--- config.mk ---
export PLATFORM = sky130hd
export DESIGN_NAME = rv32_regfile
export DESIGN_NICKNAME = d
export VERILOG_FILES = /design/src/rtl/rv32_pkg.sv /design/src/rtl/rv32_sb_counter.sv /design/src/rtl/rv32_regfile.sv
export SDC_FILE = /design/constraint.sdc
export NUM_CORES = 2
export LEC_CHECK = 0
export ABC_CLOCK_PERIOD_IN_PS = 2400
export CAP_MARGIN = 20
export CORE_MARGIN = 4
export CORE_UTILIZATION = 55
export DETAILED_ROUTE_END_ITERATION = 10
export PLACE_DENSITY = 0.72
export SETUP_SLACK_MARGIN = 0.02
export SYNTH_ARGS = -nofsm -noshare
export SYNTH_HDL_FRONTEND = slang
export SYNTH_HIERARCHICAL = 1
export SYNTH_SLANG_ARGS = --single-unit
--- constraint.sdc ---
create_clock -name clk -period 2.4 [get_ports clk]
set_input_delay 0.24 -clock clk [delete_from_list [all_inputs] [get_ports clk]]
set_output_delay 0.24 -clock clk [all_outputs]
set_load 0.005 [all_outputs]
--- src/rtl/rv32_pkg.sv ---
// Shared sizing constants for the RV32 register file and its write scoreboard.
package rv32_pkg;

    localparam int XLEN      = 32;
    localparam int NUM_REGS  = 32;
    localparam int SB_CNT_W  = 2;
    localparam int REG_IDX_W = 5;

    typedef logic [REG_IDX_W-1:0] reg_idx_t;

endpackage

--- src/rtl/rv32_sb_counter.sv ---
// Saturating pending-write counter for one architectural register.
module rv32_sb_counter
    import rv32_pkg::*;
#(
    parameter int CNT_W = SB_CNT_W
) (
    input  logic             clk,
    input  logic             reset,
    input  logic             set,
    input  logic             clr,
    output logic [CNT_W-1:0] cnt,
    output logic             overflow
);

    localparam logic [CNT_W-1:0] CNT_MAX  = '1;
    localparam logic [CNT_W-1:0] CNT_ZERO = '0;

    logic [CNT_W-1:0] cnt_d;
    logic [CNT_W-1:0] cnt_q;

    // A simultaneous set and clear cancel out; clearing an idle counter is harmless.
    always_comb begin
        cnt_d    = cnt_q;
        overflow = 1'b0;
        if (set && !clr) begin
            if (cnt_q == CNT_MAX) begin
                overflow = 1'b1;
            end else begin
                cnt_d = cnt_q + 1'b1;
            end
        end else if (clr && !set && cnt_q != CNT_ZERO) begin
            cnt_d = cnt_q - 1'b1;
        end
    end

    always_ff @(posedge clk or negedge reset) begin
        if (!reset) begin
            cnt_q <= CNT_ZERO;
        end else begin
            cnt_q <= cnt_d;
        end
    end

    assign cnt = cnt_q;

endmodule

--- src/rtl/rv32_regfile.sv ---
// RV32 integer register file with write-through bypass and a per-register
// pending-write scoreboard for decode-stage hazard detection.
module rv32_regfile #(
    parameter int XLEN     = rv32_pkg::XLEN,
    parameter int NUM_REGS = rv32_pkg::NUM_REGS,
    parameter int SB_CNT_W = rv32_pkg::SB_CNT_W
) (
    input  logic                          clk,
    input  logic                          reset,
    input  logic                          regif_wb_enable,
    input  logic [rv32_pkg::REG_IDX_W-1:0] regif_wb_reg,
    input  logic [XLEN-1:0]               regif_wb_data,
    input  logic [rv32_pkg::REG_IDX_W-1:0] rs1_reg,
    input  logic [rv32_pkg::REG_IDX_W-1:0] rs2_reg,
    output logic [XLEN-1:0]               rs1_data,
    output logic [XLEN-1:0]               rs2_data,
    input  logic                          sb_set_enable,
    input  logic [rv32_pkg::REG_IDX_W-1:0] sb_set_reg,
    output logic                          rs1_busy,
    output logic                          rs2_busy,
    output logic                          sb_overflow
);

    localparam int IDX_W = rv32_pkg::REG_IDX_W;
    localparam logic [IDX_W-1:0] X0 = '0;

    logic [XLEN-1:0]     regs_d [1:NUM_REGS-1];
    logic [XLEN-1:0]     regs_q [1:NUM_REGS-1];
    logic [SB_CNT_W-1:0] cnt    [1:NUM_REGS-1];
    logic [NUM_REGS-1:1] ovf_pulse;
    logic                overflow_d;
    logic                overflow_q;
    logic                wb_hit1;
    logic                wb_hit2;

    for (genvar r = 1; r < NUM_REGS; r++) begin : g_sb
        rv32_sb_counter #(
            .CNT_W(SB_CNT_W)
        ) u_cnt (
            .clk     (clk),
            .reset   (reset),
            .set     (sb_set_enable && sb_set_reg == IDX_W'(r)),
            .clr     (regif_wb_enable && regif_wb_reg == IDX_W'(r)),
            .cnt     (cnt[r]),
            .overflow(ovf_pulse[r])
        );
    end

    always_comb begin
        regs_d = regs_q;
        if (regif_wb_enable && regif_wb_reg != X0) begin
            regs_d[regif_wb_reg] = regif_wb_data;
        end
        overflow_d = overflow_q | (|ovf_pulse);
    end

    always_ff @(posedge clk or negedge reset) begin
        if (!reset) begin
            regs_q     <= '{default: '0};
            overflow_q <= 1'b0;
        end else begin
            regs_q     <= regs_d;
            overflow_q <= overflow_d;
        end
    end

    assign wb_hit1 = regif_wb_enable && regif_wb_reg == rs1_reg;
    assign wb_hit2 = regif_wb_enable && regif_wb_reg == rs2_reg;

    // A count of one is retired by a WB to the same register this cycle, so only then is it not a hazard.
    always_comb begin
        rs1_data = '0;
        rs2_data = '0;
        rs1_busy = 1'b0;
        rs2_busy = 1'b0;
        if (rs1_reg != X0) begin
            rs1_data = wb_hit1 ? regif_wb_data : regs_q[rs1_reg];
            rs1_busy = (cnt[rs1_reg] > SB_CNT_W'(1)) ||
                       (cnt[rs1_reg] == SB_CNT_W'(1) && !wb_hit1);
        end
        if (rs2_reg != X0) begin
            rs2_data = wb_hit2 ? regif_wb_data : regs_q[rs2_reg];
            rs2_busy = (cnt[rs2_reg] > SB_CNT_W'(1)) ||
                       (cnt[rs2_reg] == SB_CNT_W'(1) && !wb_hit2);
        end
    end

    assign sb_overflow = overflow_q;

endmodule

==> qor.txt <==
HP Class -> input pin to asynchronous set/reset pin
Static Leak -> 34.6 nW
largest net degree at the start of global routing -> 120
ys async rst share -> 100%
initial antenna violation count -> 3
post-synthesis sequential area ratio -> 44.6%
Crit. End Element -> output pin
clock root cell -> clkbuf_16
post-synthesis area per instance -> 12.0 sq um
leading cell type in the layout, fill and taps excluded -> nand2_1
measured slew at the worst slew-check pin -> 931 ps
Worst-path clk slew -> 70 ps
DRT Pass-1 Iters -> 6
Detailed Route WL -> 223000 um
M1 GR Usage -> 49.8%
WL per Instance -> 30.8 um
initial core utilization -> 55.4%
Final Power -> 0.0586 W
slowest cell on the critical path -> nor3_4
routability cong. -> 0.930
Mapped Cells -> 4919
TritonCTS buffer count -> 115
Util after Layout -> 71.4%
Die Span Y -> 336 um
number of synthesized flops with an enable pin -> 0
DRC violations left -> 0
fin. max-slew vios -> 0
DRT iter0 DRCs -> 6442
outcome -> finished with violations
Data required, critical path -> 2160 ps
grt peak-use layer -> met2
Total GRT Usage -> 39.4%
final period demand of the worst path -> 2960 ps
H-tree depth -> 3
first-pass GRT wire length -> 329000 um
Ports -> 123
Max-cap violations -> 0
library cells used by synthesis -> 51
Layout Cells excl Fill -> 7237
DP Wirelength -> 143000 um
kind of critical path -> flop to output pin
layout cells sized above 1 -> 51.1%
vias in the first global route -> 50800
CP Data Arrival Time -> 2720 ps
most frequent cells in the layout -> nand2_1 (1099), dfrtp_1 (1052), buf_4 (820)
CTS sink count -> 1055
Max Clk Rate -> 338 MHz
Core ar. -> 107000 sq um
Vias -> 49200
Largest stage delay, worst path -> 430 ps
failing checks -> negative setup slack
placed insts -> 6924
clock buffer depth -> 3
RSZ-0062 raised after global routing -> yes
PwrDens -> 768 nW/um^2
Main synth FF type -> dfrtp_1
met2 usage -> 58.0%
CTS tree -> yes
worst-path maximum fanout -> 2
final worst slack -> -561 ps
clk_lat worst skew -> 710 ps
GRT overflow -> 0
Setup TNS -> -20950 ps
Row Count -> 120
Syn Std Cell Area -> 59200 sq um
# setup viols final -> 66
Mapped Nets -> 4975
synthesized flop and latch total -> 1055
Yosys warnings -> 6
Final Hold Vio Count -> 0
critical-path cell list -> buf_4 -> mux4_2 -> mux2i_4 -> a2111oi_4 -> buf_4 -> nor3_4 -> nor3_4 -> buf_2
Port Buffers -> 122
die area -> 113000 sq um
Horiz. Die Dim -> 336 um
skew final -> 27.8 ps
via density per instance -> 6.79
Slew HR -> 38.0%
grt met3 use -> 13.0%
ratio of final minimum period to clock period -> 123%
Nets -> 5790
post-route ant nets -> 0
Worst setup SP type -> flop
Peak supply drop -> 658 uV
area added between synthesis and finish -> 28.9%
## layout make-up
class                   count  area [sq um]
flip-flops and latches   1055         26400
well taps                1403          1760
diodes                      4          10.0
multi-input cells        3397         33400
clock inverters            46           606
repair buffers           1148         10700
inverters                  17          63.8
fillers                  6722         30600
clock buffers             167          3380
## power breakdown
part	total (W)	switching [W]	internal, W
clock	0.0189	0.00783	0.0110
sequential	0.0238	0.00261	0.0212
combinational	0.0159	0.00687	0.00903
## path summary, 6_finish.rpt
kind                       cells after the start  slack [ps]            startpoint      endpoint
min                                            2          30                 reset   regs_q[847]
min in group clk                               4         270     regif_wb_data[22]   regs_q[438]
max in group asynchronous                      3        1350                 reset   regs_q[571]
max                                            8        -560           regs_q[274]  rs2_data[18]
max reg2reg                                    6         550  g_sb[1].u_cnt/cnt[0]   sb_overflow
min reg2reg                                    2         500           regs_q[804]   regs_q[804]
## per-layer routing
layer  wire, um  vias up
met5         13        -
met4      17700        2
met3      28700     1001
met2      98100     3635
met1      78700    25000
li1           -    19500
## cell usage after synthesis (all sizes together) (33+ instances only)
master | instances | area (sq um)
a21oi | 69 | 462
dfrtp | 1055 | 26400
nand2 | 1116 | 4190
nor2b | 73 | 534
a221oi | 44 | 385
mux4 | 486 | 10900
mux2i | 105 | 1050
nor2 | 204 | 776
a2111oi | 47 | 412
nor3 | 109 | 701
nand2b | 69 | 432
o22ai | 54 | 338
clkbuf | 238 | 893
buf | 212 | 1150
mux2 | 767 | 8640
and3 | 33 | 206
o21ai | 33 | 165
a211oi | 34 | 260
## logic make-up (layout without fill, tap and decap cells)
kind of cell | Yosys count | in the layout | share of synthesized area (%)
DFF | 1055 | 1055 | 44.6
AOI/OAI and AO/OA | 351 | 351 | 4.36
and+or+nand+nor | 1678 | 1678 | 12.5
xor gates and xnor gates | 10 | 10 | 0.148
muxes | 1358 | 1358 | 34.9
buffers and inverters | 467 | 1378 | 3.56
other | 0 | 4 | 0
## registers in the layout (all words and copies together), names as in the netlist
| register | flops |
|---|---|
| g_sb.u_cnt/cnt | 62 |
| regs_q | 992 |
| sb_overflow | 1 |
## critical path: cells and delay by family (launching register included)
family	cells	cell delay (ps)
flops	1	390
mux	2	350
buf+inv	3	510
simple gates	2	480
compound gates	1	290
## through the flow
stage | cell area, sq um | worst slack [ps] | hold slack, ps
after floorplan | 59200 | 23.5 | -55.6
after global placement | 69100 | -1190 | 160
after detailed placement | 69100 | -1140 | 165
after CTS | 75700 | -530 | 11.3
after global routing | 76300 | -610 | 41.0
final | 76300 | -561 | 25.9
## timing repair
action / CTS / global route
pin swaps: 165 / 70
setup buffers: 116 / 17
endpoints found under the setup margin: 66 / 66
cloned: 1 / 2
hold buffers: 1 / 0
endpoints found under the hold margin: 458 / 0
resized for setup: 708 / 108
(Power assumes the default switching activity.)
